--- src/rtl/mac_seq_ctrl.sv ---
// mac_seq_ctrl: sequences one dot product through an external MAC unit.
// It reads N_TAPS sample/coefficient pairs from synchronous memories, feeds
// them to the MAC, waits out the MAC pipeline, and then presents the
// accumulated result (raw and shifted/saturated) on a valid/ready stream.
module mac_seq_ctrl #(
  parameter int N_TAPS    = 8,
  parameter int ADDR_W    = 4,
  parameter int OUT_SHIFT = 0
) (
  input  logic                     clk,
  input  logic                     reset,
  input  logic                     start,
  input  logic        [ADDR_W-1:0] smp_base,
  output logic                     busy,
  output logic                     smp_rd_en,
  output logic        [ADDR_W-1:0] smp_rd_addr,
  output logic                     coef_rd_en,
  output logic        [ADDR_W-1:0] coef_rd_addr,
  input  logic signed [15:0]       smp_rd_data,
  input  logic signed [15:0]       coef_rd_data,
  output logic                     mac_rst_n,
  output logic                     mac_ce,
  output logic signed [15:0]       mac_a,
  output logic signed [15:0]       mac_b,
  input  logic signed [31:0]       mac_result,
  output logic                     out_valid,
  input  logic                     out_ready,
  output logic signed [15:0]       out_data,
  output logic signed [31:0]       out_raw
);

  // One extra bit so the tap counter can be compared against N_TAPS = 2^ADDR_W.
  localparam int CNT_W = ADDR_W + 1;

  typedef enum logic [2:0] {IDLE, CLEAR, RUN, DRAIN, OUT} state_t;

  state_t                    state_q, state_d;
  logic        [CNT_W-1:0]   cnt_q, cnt_d;
  logic        [ADDR_W-1:0]  base_q, base_d;
  logic                      rd_en_q, rd_en_d;
  logic        [ADDR_W-1:0]  smp_addr_q, smp_addr_d;
  logic        [ADDR_W-1:0]  coef_addr_q, coef_addr_d;
  logic                      busy_q, busy_d;
  logic                      valid_q, valid_d;
  logic signed [31:0]        raw_q, raw_d;
  logic signed [15:0]        data_q, data_d;
  logic signed [31:0]        shifted;
  logic signed [15:0]        sat_val;
  logic        [CNT_W-1:0]   cnt_p2;
  logic        [ADDR_W-1:0]  base_p1;
  logic                      in_run;

  // Floor shift of the MAC result, then clamp into the 16-bit signed range.
  always_comb begin
    shifted = mac_result >>> OUT_SHIFT;
    if (shifted > 32'sd32767) begin
      sat_val = 16'sh7FFF;
    end else if (shifted < -32'sd32768) begin
      sat_val = 16'sh8000;
    end else begin
      sat_val = shifted[15:0];
    end
  end

  // Next-state and next-output decode; read requests run one cycle ahead of
  // the data the MAC consumes, so each state requests the following tap.
  always_comb begin
    state_d     = state_q;
    cnt_d       = cnt_q;
    base_d      = base_q;
    rd_en_d     = 1'b0;
    smp_addr_d  = '0;
    coef_addr_d = '0;
    valid_d     = valid_q;
    raw_d       = raw_q;
    data_d      = data_q;
    cnt_p2      = cnt_q + CNT_W'(2);
    base_p1     = base_q + ADDR_W'(1);
    unique case (state_q)
      IDLE: begin
        if (start) begin
          state_d     = CLEAR;
          base_d      = smp_base;
          rd_en_d     = 1'b1;
          smp_addr_d  = smp_base;
          coef_addr_d = '0;
        end
      end
      CLEAR: begin
        state_d = RUN;
        cnt_d   = '0;
        if (N_TAPS > 1) begin
          rd_en_d     = 1'b1;
          smp_addr_d  = base_p1;
          coef_addr_d = ADDR_W'(1);
        end
      end
      RUN: begin
        if (cnt_q == CNT_W'(N_TAPS - 1)) begin
          state_d = DRAIN;
          cnt_d   = '0;
        end else begin
          cnt_d = cnt_q + CNT_W'(1);
          if (cnt_p2 < CNT_W'(N_TAPS)) begin
            rd_en_d     = 1'b1;
            smp_addr_d  = base_q + cnt_p2[ADDR_W-1:0];
            coef_addr_d = cnt_p2[ADDR_W-1:0];
          end
        end
      end
      DRAIN: begin
        // Two cycles: MAC input register, then its accumulate stage.
        if (cnt_q[0]) begin
          state_d = OUT;
          cnt_d   = '0;
          valid_d = 1'b1;
          raw_d   = mac_result;
          data_d  = sat_val;
        end else begin
          cnt_d = CNT_W'(1);
        end
      end
      OUT: begin
        if (out_ready) begin
          state_d = IDLE;
          valid_d = 1'b0;
        end
      end
      default: state_d = IDLE;
    endcase
    busy_d = (state_d != IDLE);
  end

  // State and registered outputs, cleared by synchronous reset.
  always_ff @(posedge clk) begin
    if (reset) begin
      state_q     <= IDLE;
      cnt_q       <= '0;
      base_q      <= '0;
      rd_en_q     <= 1'b0;
      smp_addr_q  <= '0;
      coef_addr_q <= '0;
      busy_q      <= 1'b0;
      valid_q     <= 1'b0;
      raw_q       <= '0;
      data_q      <= '0;
    end else begin
      state_q     <= state_d;
      cnt_q       <= cnt_d;
      base_q      <= base_d;
      rd_en_q     <= rd_en_d;
      smp_addr_q  <= smp_addr_d;
      coef_addr_q <= coef_addr_d;
      busy_q      <= busy_d;
      valid_q     <= valid_d;
      raw_q       <= raw_d;
      data_q      <= data_d;
    end
  end

  // Outputs are forced to their idle values for as long as reset is held.
  assign busy         = busy_q & ~reset;
  assign out_valid    = valid_q & ~reset;
  assign out_raw      = reset ? 32'sd0 : raw_q;
  assign out_data     = reset ? 16'sd0 : data_q;
  assign smp_rd_en    = rd_en_q & ~reset;
  assign coef_rd_en   = rd_en_q & ~reset;
  assign smp_rd_addr  = reset ? '0 : smp_addr_q;
  assign coef_rd_addr = reset ? '0 : coef_addr_q;

  // Read data flows straight into the MAC while running; zero otherwise.
  assign in_run    = (state_q == RUN) && !reset;
  assign mac_ce    = in_run;
  assign mac_a     = in_run ? smp_rd_data : 16'sd0;
  assign mac_b     = in_run ? coef_rd_data : 16'sd0;
  assign mac_rst_n = !reset && (state_q != CLEAR);

endmodule

--- config.mk ---
export PLATFORM = sky130hd
export DESIGN_NAME = mac_seq_ctrl
export DESIGN_NICKNAME = d
export VERILOG_FILES = /design/src/rtl/mac_seq_ctrl.sv
export SDC_FILE = /design/constraint.sdc
export NUM_CORES = 1
export LEC_CHECK = 0
export CAP_MARGIN = 20
export CORE_MARGIN = 2
export CORE_UTILIZATION = 45
export DETAILED_ROUTE_END_ITERATION = 6
export PLACE_DENSITY = 0.86
export SLEW_MARGIN = 20
export SYNTH_ARGS = -nofsm -noshare
export SYNTH_HDL_FRONTEND = slang
export SYNTH_SLANG_ARGS = --single-unit
--- constraint.sdc ---
create_clock -name clk -period 4.35 [get_ports clk]
set_input_delay 0.87 -clock clk [delete_from_list [all_inputs] [get_ports clk]]
set_output_delay 0.87 -clock clk [all_outputs]
set_load 0.01 [all_outputs]
==> metrics.md, run 1 <==
| Metric | Value |
|---|---|
| Crit-path max cell delay | 0.56 ns |
| Register area share after synthesis | 0.396 |
| Total negative setup slack | 0 ns |
| GRT Residual Overflow | 0 |
| Fin Hold WS | 0.452 ns |
| Post-synthesis cell area | 3590 um^2 |
| Post-CTS sizing | 0 |
| Drt pass-1 iters | 4 |
| Post-Place Cells | 685 |
| Syn Inst Count | 448 |
| Synthesized area per cell | 8.02 um^2 |
| Max IR drop VDD | 0.206 mV |
| Slowest cell on the critical path | clkdlybuf4s50_1 |
| Share of cells above drive strength 1 | 0.0618 |
| Final setup violation count | 0 |
| Iter 0 DRT Violations | 185 |
| Critical Path Source Type | register |
| Synth area leaders | dfxtp_1 40%, nor2b_1 10%, nand2_1 9.1%, a21oi_1 6.0%, and2_1 5.6% |
| Total wire length | 10300 um |
| Overall routing resource usage | 0.236 |
| Top_reg_cell synth | dfxtp_1 |
| Die height | 93.4 um |
| Vias in the first global route | 3449 |
| Row count | 32 |
| First-pass GRT wire length | 16400 um |
| Class of the worst hold path | reg2reg |
| Mapped Nets | 527 |
| Pwr Total | 1.45 mW |
| Via density | 5.06 |
| Port Buf Inserts | 165 |
| Cell family with most CP delay | buffers and inverters |
| Warnings from Yosys | 0 |
| Die Wd | 93.4 um |
| Worst path required time | 3.48 ns |
| Antenna-violating nets left | 0 |
| F_max | 0.304 GHz |
| Most numerous cell in the Yosys netlist | nand2_1 |
| Die Area | 8720 um^2 |
| Final antenna diode count | 0 |
| Endpoints failing hold | 0 |
| Reg clk slew, reported paths | 0.07 ns |
| R2R Setup Slk | 2.11 ns |
| Worst Path Buf+Inv | 2 |
| Synth top area share | 0.396 |
| Crit Path Max Fanout | 34 |
| Root Buffer | clkbuf_8 |
| CTS H-Tree Depth | 3 |
| Antenna violations before repair | 0 |
| Cell variety after synth | 50 |
| Hpwl dp | 7570 um |
| Largest net degree at the start of global routing | 81 |
| Worst-Skew Late Latency | 0.33 ns |
| Fin. max-slew vios | 0 |
| P_leak | 1.91 nW |
| Area delta synth->final | 52.2% |
| Fin cells | 701 |
| Largest buffer count on any clock path | 2 |
| Slew at the pin closest to its max-slew limit | 1.05 ns |
| Fin crit share | 0.756 |
| I/O pins | 166 |
| Status | finished, final reports clean |
| Crit path capture type | primary output |
| Clock Sink Count | 71 |
| Asr flop ratio synth | 0 |
| Critical path arrival | 2.42 ns |
| Initial Util | 0.465 |
| Vias | 3548 |
| Flops & latches, synth | 71 |
| GP Congestion | 0.893 |
| Number of synthesized flops with an enable pin | 0 |
| Slew HR | 0.296 |
| Core Footprint | 7730 um^2 |
| CP Class | reg2out |
| NumNets Final | 673 |
| Cts hold-fix bufs | 0 |
| Commonest cells in the netlist | 87 x nand2_1, 71 x dfxtp_1, 59 x nor2b_1, 43 x a21oi_1 |
| Final Skew | 0.00710 ns |
| DRC viols | 0 |
| Fin crit period | 3.29 ns |
| Post-CTS Setup Bufs | 0 |
| CP Cell Sequence | or2_1 -> nor3b_2 -> buf_4 -> and2_1 -> clkdlybuf4s50_1 |
| Post-synth top area cell | dfxtp_1 |
| Num CTS Buffers | 9 |
| Unrepaired setup endpoints after global routing | no |
| Placed instance area | 5260 um^2 |
| Reported max-cap violation count | 0 |
| Routed len/inst | 14.8 um |
| CTS tree | built |
| Power per Cell Area | 264 nW/um^2 |
| Design area | 5470 um^2 |
layout make-up:
class	count	area (um^2)
tap	102	128
clock buffer	11	131
clock inverter	5	81.3
timing repair buffer	168	1680
inverter	7	26.3
fill	645	2260
multi-input combinational	337	2000
sequential	71	1420
worst register-to-register path: stages (launching register included):
cell,delay (ns)
dfxtp_1,0.68
nand3_1,0.27
nor2_4,0.85
nor2_1,0.13
a211oi_2,0.24
logic make-up (layout without fill, tap and decap cells):
| group | count (synthesis) | count (layout) | synth area share |
|---|---|---|---|
| buffers and inverters | 40 | 191 | 0.0508 |
| other | 1 | 1 | 0.00104 |
| muxes | 3 | 3 | 0.00836 |
| adders and majority gates | 7 | 7 | 0.0265 |
| DFF | 71 | 71 | 0.396 |
| and+or+nand+nor | 238 | 238 | 0.344 |
| AOI/OAI and AO/OA | 84 | 84 | 0.164 |
| xor gates and xnor gates | 4 | 4 | 0.00975 |
state kept, by name, indices dropped and copies added (netlist names):
signal       flops
data_q          16
smp_addr_q       4
base_q           4
busy_q           1
state_q          3
cnt_q            5
coef_addr_q      4
rd_en_q          1
raw_q           32
valid_q          1
metrics by stage:
step | worst slack [ns] | utilization
after detailed placement | 1.11 | 0.680
after floorplan | 1.91 | -
final | 1.06 | 0.708
after CTS | 1.07 | 0.708
after global routing | 0.927 | 0.708
after global placement | 1.15 | 0.680
report_power, final:
group	leakage (nW)	switching [mW]	internal, mW
sequential	0.575	0.0144	0.663
clock	0.104	0.237	0.325
combinational	1.23	0.0899	0.117
metal layers:
metal,track usage,vias up,part of all wire
met5,0,-,0
met4,0.0931,0,0.017
met3,0.0548,18,0.064
met2,0.387,106,0.49
met1,0.301,1648,0.43
li1,-,1776,-
cell usage in the layout (no fill, tap or decap), types with 4 or more instances in the layout:
cell type,synthesis,final
ha_1,6,6
nand2_1,87,87
o22ai_1,5,5
inv_1,6,6
and2_1,32,32
nor2_1,32,31
a21oi_1,43,43
nor4_1,4,4
a211oi_1,6,6
nand3_1,5,5
clkdlybuf4s50_1,0,164
nor2b_1,59,59
a211oi_2,10,10
clkbuf_8,0,9
dfxtp_1,71,71
path summary, 6_finish.rpt:
path,from,endpoint,cells past startpoint
worst min register to register,data_q[15]$_SDFFE_PP0P_,data_q[15]$_SDFFE_PP0P_,2
worst min-delay path,data_q[15]$_SDFFE_PP0P_,data_q[15]$_SDFFE_PP0P_,2
worst max register to register,state_q[1]$_SDFF_PP0_,data_q[10]$_SDFFE_PP0P_,4
worst max-delay path,state_q[2]$_SDFF_PP0_,mac_a[9],5
No activity file was read; power rests on OpenSTA's default activity.
==> run 2, diff against run 1 <==
--- a/config.mk
+++ b/config.mk
@@ -7,9 +7,9 @@
 export LEC_CHECK = 0
 export CAP_MARGIN = 20
 export CORE_MARGIN = 2
-export CORE_UTILIZATION = 45
+export CORE_UTILIZATION = 42
 export DETAILED_ROUTE_END_ITERATION = 6
-export PLACE_DENSITY = 0.86
+export PLACE_DENSITY = 0.81
 export SLEW_MARGIN = 20
 export SYNTH_ARGS = -nofsm -noshare
 export SYNTH_HDL_FRONTEND = slang
==> constraint.sdc (replaced) <==
create_clock -name clk -period 3.26 [get_ports clk]
set_input_delay 0.652 -clock clk [delete_from_list [all_inputs] [get_ports clk]]
set_output_delay 0.652 -clock clk [all_outputs]
set_load 0.01 [all_outputs]
==> metrics.md, run 2 (synthesis gave the netlist of run 1 again) <==
| Metric | Value |
|---|---|
| Status | finished, final reports clean |
| Biggest register | raw_q |
| Post-CTS Setup Bufs | 0 (unchanged) |
| Vias | 3530 (-0.51%) |
| Iter 0 DRT Violations | 271 (+46%) |
| Num CTS Buffers | 9 (unchanged) |
| Slowest cell on the critical path | clkdlybuf4s50_1 |
| Unrepaired setup endpoints after global routing | no |
| Final setup violation count | 0 (unchanged) |
| Max IR drop VDD | 0.265 mV (+29%) |
| NetSw | 0.499 mW (+47%) |
| DRC viols | 0 (unchanged) |
| Vias in the first global route | 3235 (-6.2%) |
| Die height | 96.5 um (+3.4%) |
| Overall routing resource usage | 0.212 (-0.0242) |
| Total wire length | 9970 um (-3.7%) |
| Initial Util | 0.435 (-0.0299) |
| CTS H-Tree Depth | 3 (unchanged) |
| Root Buffer | clkbuf_8 |
| Commonest non-fill, non-tap cell in the layout | clkdlybuf4s50_1 |
| Fin crit period | 3.01 ns |
| Die Area | 9310 um^2 (+6.8%) |
| First-pass GRT wire length | 15400 um (-6.1%) |
| WHS Path Cells | 2 (unchanged) |
| Post-CTS sizing | 0 (unchanged) |
| Crit-path max cell delay | 0.54 ns (-0.02 ns) |
| Design area | 5540 um^2 (+1.3%) |
| I/O pins | 166 (unchanged) |
| Total negative setup slack | 0 ns (unchanged) |
| Routed len/inst | 14.1 um (-4.6%) |
| Crit Path Max Fanout | 33 (-2.9%) |
| Via density | 4.99 (-1.5%) |
| Share of cells above drive strength 1 | 0.0713 (+0.00954) |
| Sequential Power Share | 0.436 (-0.033) |
| Internal Power | 1.56 mW (+41%) |
| Critical Path Source Type | register |
| Final antenna diode count | 0 (unchanged) |
| F_max | 0.332 GHz |
| Final Skew | 0.00795 ns (+0.000848 ns) |
| Reg2reg path depth | 5 (+1) |
| Largest net degree at the start of global routing | 124 (+53%) |
| Reg clk slew, reported paths | 0.08 ns (about the same) |
| Drt pass-1 iters | 4 (unchanged) |
| Top flop regs | raw_q: 32 flops, data_q: 16 flops, cnt_q: 5 flops |
| Worst-Skew Late Latency | 0.35 ns (+0.02 ns) |
| Largest buffer count on any clock path | 2 (unchanged) |
| GRT Residual Overflow | 0 (unchanged) |
| Clk pwr share | 0.429 (+0.041) |
| Critical path arrival | 2.36 ns (-0.06 ns) |
| Most frequent cells in the layout | 164 x clkdlybuf4s50_1, 87 x nand2_1, 71 x dfxtp_1 |
| P_leak | 1.96 nW (+2.3%) |
| GP Congestion | 0.850 (-4.9%) |
| Hpwl dp | 7100 um (-6.3%) |
| Fin. max-slew vios | 0 (unchanged) |
| CTS tree | built |
| Antenna violations before repair | 0 (unchanged) |
| Reported max-cap violation count | 0 (unchanged) |
| Row count | 33 (+3.1%) |
| Fin crit share | 0.923 |
| Die Wd | 96.5 um (+3.4%) |
| Cts hold-fix bufs | 0 (unchanged) |
| R2R Setup Slk | 1.27 ns (-0.84 ns) |
| Crit path capture type | primary output |
| Place WS | 0.589 ns (-0.519 ns) |
| Slew at the pin closest to its max-slew limit | 0.710 ns (-0.344 ns) |
| Area delta synth->final | 54.2% |
| Power per Cell Area | 372 nW/um^2 (+41%) |
| Final worst slack | 0.251 ns (-0.810 ns) |
| Max FFs per register | 32 (unchanged) |
| Clock Sink Count | 71 (unchanged) |
| Endpoints failing hold | 0 (unchanged) |
| NumNets Final | 677 (+0.59%) |
| Class of the worst hold path | reg2reg |
| Core Footprint | 8260 um^2 (+6.9%) |
| Port Buf Inserts | 165 (unchanged) |
| Logic gate share of total power | 0.135 (-0.008) |
| Slew HR | 0.515 (+0.219) |
| Worst path required time | 2.61 ns (-0.87 ns) |
| CP Class | reg2out |
| CP Cell Sequence | or2_1 -> nor3b_2 -> buf_4 -> and2_1 -> clkdlybuf4s50_1 |
| Placed instance area | 5290 um^2 (+0.64%) |
| Sw Share | 0.242 (+0.00647) |
| Antenna-violating nets left | 0 (unchanged) |
==> run 2: path summary, 6_finish.rpt <==
check	startpoint	end
max	state_q[0]$_SDFF_PP0_	mac_b[8]
min	data_q[15]$_SDFFE_PP0P_	data_q[15]$_SDFFE_PP0P_
min reg2reg	data_q[15]$_SDFFE_PP0P_	data_q[15]$_SDFFE_PP0P_
max reg2reg	state_q[0]$_SDFF_PP0_	data_q[1]$_SDFFE_PP0P_
==> run 2: power groups by stage <==
| stage | Sequential, mW | Clock [mW] | Combinational [mW] |
|---|---|---|---|
| 3_3_place_gp | 0.918 | 0 | 0.272 |
| 4_1_cts | 0.898 | 0.903 | 0.279 |
| 2_1_floorplan | 0.912 | 0 | 0.127 |
| 3_5_place_dp | 0.919 | 0 | 0.278 |
| 5_1_grt | 0.901 | 0.941 | 0.302 |
| 6_report | 0.899 | 0.884 | 0.279 |
==> run 2: layout make-up <==
| type | count | area [um^2] |
|---|---|---|
| fill | 711 | 2720 |
| multi-input combinational | 337 | 2000 |
| timing repair buffer | 172 | 1710 |
| sequential | 71 | 1420 |
| tap | 105 | 131 |
| clock inverter | 7 | 128 |
| clock buffer | 9 | 124 |
| inverter | 7 | 26.3 |
==> run 2: critical path, delay by kind of cell (launching register included) <==
family / cells / cell delay [ns]
buf+inv: 2 / 0.83
simple gates: 3 / 0.73
flops: 1 / 0.44
==> run 2: layer usage <==
| layer | share of wire | GRT usage | vias up | wire length [um] |
|---|---|---|---|---|
| li1 | - | - | 1782 | - |
| met1 | 0.45 | 0.289 | 1614 | 4510 |
| met2 | 0.46 | 0.332 | 121 | 4600 |
| met3 | 0.073 | 0.0535 | 13 | 728 |
| met4 | 0.014 | 0.0634 | 0 | 140 |
| met5 | 0 | 0 | - | 0 |
==> run 2: through the flow <==
step                std cells  power [mW]   util  hold slack (ns)
floorplan                 448        1.04      -            0.432
CTS                       708        2.08  0.671            0.455
detailed placement        692        1.20  0.641            0.443
global placement          692        1.19  0.641            0.438
global route              708        2.14  0.671            0.470
finish                    708        2.06  0.671            0.452
==> run 3, diff against run 2 <==
--- a/config.mk
+++ b/config.mk
@@ -6,10 +6,12 @@
 export NUM_CORES = 1
 export LEC_CHECK = 0
 export CAP_MARGIN = 20
+export CORE_ASPECT_RATIO = 0.8
 export CORE_MARGIN = 2
 export CORE_UTILIZATION = 42
 export DETAILED_ROUTE_END_ITERATION = 6
 export PLACE_DENSITY = 0.81
+export RECOVER_POWER = 50
 export SLEW_MARGIN = 20
 export SYNTH_ARGS = -nofsm -noshare
 export SYNTH_HDL_FRONTEND = slang
==> metrics.md, run 3 (synthesis gave the netlist of run 1 again) <==
| Metric | Value |
|---|---|
| Post-CTS sizing | 0 (unchanged) |
| Sw Share | 0.251 (+0.00867) |
| Vias | 3500 (-0.85%) |
| Overall routing resource usage | 0.205 (-0.00662) |
| Vias in the first global route | 3119 (-3.6%) |
| CTS H-Tree Depth | 3 (unchanged) |
| Antenna-violating nets left | 0 (unchanged) |
| Hpwl dp | 7460 um (+5.0%) |
| Unrepaired setup endpoints after global routing | no |
| Post-Place Cells | 702 (+1.4%) |
| Final antenna diode count | 0 (unchanged) |
| Reported max-cap violation count | 2 (+2) |
| Slew at the pin closest to its max-slew limit | 1.57 ns (+0.857 ns) |
| Iter 0 DRT Violations | 200 (-26%) |
| GP Congestion | 0.841 (-0.99%) |
| Logic gate share of total power | 0.157 (+0.022) |
| Initial Util | 0.427 (-0.00777) |
| Status | complete, but fails checks |
| Fin crit share | 0.872 (-0.0506) |
| Die Wd | 107 um (+11%) |
| Internal Power | 1.31 mW (-16%) |
| Final Skew | 0.0102 ns (+0.00229 ns) |
| Clk pwr share | 0.331 (-0.098) |
| DRC viols | 0 (unchanged) |
| Via density | 4.87 (-2.2%) |
| Max IR drop VDD | 0.269 mV (+1.5%) |
| Power per Cell Area | 323 nW/um^2 (-13%) |
| Max FFs per register | 32 (unchanged) |
| Port Buf Inserts | 165 (unchanged) |
| Class of the worst hold path | reg2reg |
| Critical path arrival | 2.19 ns (-0.17 ns) |
| Total negative setup slack | 0 ns (unchanged) |
| Drt pass-1 iters | 4 (unchanged) |
| Fin. max-slew vios | 45 (+45) |
| Slew HR | -0.0591 (-0.574) |
| Num CTS Buffers | 9 (unchanged) |
| Crit path capture type | primary output |
| Crit-path max cell delay | 0.54 ns (about the same) |
| Die Area | 9320 um^2 (about the same) |
| Crit Path Max Fanout | 21 (-36%) |
| Routed len/inst | 13.8 um (-1.9%) |
| Fin crit period | 2.84 ns (-0.165 ns) |
| Share of cells above drive strength 1 | 0.0545 (-0.0169) |
| CP Cell Sequence | or2_1 -> nor3b_2 -> buf_4 -> and2_1 -> clkdlybuf4s50_1 |
| Endpoints failing hold | 0 (unchanged) |
| First-pass GRT wire length | 15200 um (-1.5%) |
| Critical Path Source Type | register |
| Final setup violation count | 0 (unchanged) |
| F_max | 0.352 GHz (+5.8%) |
| Most frequent cells in the layout | 152 x clkdlybuf4s50_1, 87 x nand2_1, 71 x dfxtp_1 |
| CTS tree | built |
| Cell family with most CP delay | buffers and inverters |
| Largest net degree at the start of global routing | 82 (-34%) |
| Area delta synth->final | 50.7% |
| Row count | 30 (-9.1%) |
| Total wire length | 9920 um (-0.55%) |
| Largest buffer count on any clock path | 2 (unchanged) |
| Worst-Skew Late Latency | 0.33 ns (-0.02 ns) |
| I/O pins | 166 (unchanged) |
| Biggest register | raw_q |
| Root Buffer | clkbuf_8 |
| Sequential Power Share | 0.513 (+0.077) |
| Post-CTS Setup Bufs | 0 (unchanged) |
| Slowest cell on the critical path | clkdlybuf4s50_1 |
| Worst path required time | 2.61 ns (about the same) |
| Reg clk slew, reported paths | 0.07 ns (about the same) |
| Worst Path Buf+Inv | 2 (unchanged) |
| Die height | 86.7 um (-10%) |
| CP Class | reg2out |
| NetSw | 0.440 mW (-12%) |
| Antenna violations before repair | 0 (unchanged) |
| Clock Sink Count | 71 (unchanged) |
| Commonest non-fill, non-tap cell in the layout | clkdlybuf4s50_1 |
| Fin cells | 718 (+1.4%) |
| Pwr Total | 1.75 mW (-15%) |
| Cts hold-fix bufs | 0 (unchanged) |
| Failing checks | capacitance limit, slew limit |
| NumNets Final | 680 (+0.44%) |
| Core Footprint | 8410 um^2 (+1.8%) |
| Top flop regs | raw_q: 32 flops, data_q: 16 flops, cnt_q: 5 flops |
| GRT Residual Overflow | 0 (unchanged) |
| Fin Hold WS | 0.452 ns (+0.000334 ns) |
| P_leak | 1.93 nW (-1.2%) |
run 3: routing by layer:
| layer | up-vias | routed length, um | track usage |
|---|---|---|---|
| met2 | 124 | 4770 | 0.361 |
| met1 | 1580 | 4430 | 0.259 |
| li1 | 1790 | - | - |
| met4 | 0 | 86 | 0.0455 |
| met3 | 6 | 637 | 0.0474 |
| met5 | - | 0 | 0 |
run 3: worst paths after layout:
check | slack [ns] | endpoint | cells after the start | from
worst max-delay path | 0.42 | mac_b[4] | 5 | state_q[0]$_SDFF_PP0_
worst min-delay path | 0.45 | raw_q[9]$_SDFFE_PP0P_ | 2 | raw_q[9]$_SDFFE_PP0P_
worst max register to register | 0.51 | raw_q[24]$_SDFFE_PP0P_ | 6 | state_q[1]$_SDFF_PP0_
worst min register to register | 0.45 | raw_q[9]$_SDFFE_PP0P_ | 2 | raw_q[9]$_SDFFE_PP0P_
run 3: final cells by class:
class	count	area (um^2)
clock buffers	12	135
clock inverters	4	22.5
fillers	748	2990
inverters	7	26.3
multi-input cells	337	1950
flip-flops and latches	71	1420
well taps	112	140
repair buffers	175	1720
run 3: worst register-to-register path: stages (launching register included):
cell and delay (ns):
dfxtp_1 0.34, clkbuf_1 0.48, nand3_1 0.21, nor2_2 0.99, clkbuf_1 0.42, nand2_1 0.11
a21oi_1 0.14
run 3: power groups by stage:
stage	logic [mW]	registers, mW	clock network, mW
floorplan	0.127	0.912	0
global placement	0.276	0.918	0
detailed placement	0.280	0.918	0
CTS	0.282	0.898	0.596
global route	0.296	0.900	0.633
finish	0.274	0.898	0.579
run 3: metrics by stage:
stage	setup WS (ns)	area (um^2)	util
finish	0.416	5420	0.644
global route	0.183	5420	0.644
CTS	0.363	5480	0.652
detailed placement	0.638	5320	0.633
global placement	0.668	5320	0.633
floorplan	1.21	3590	-
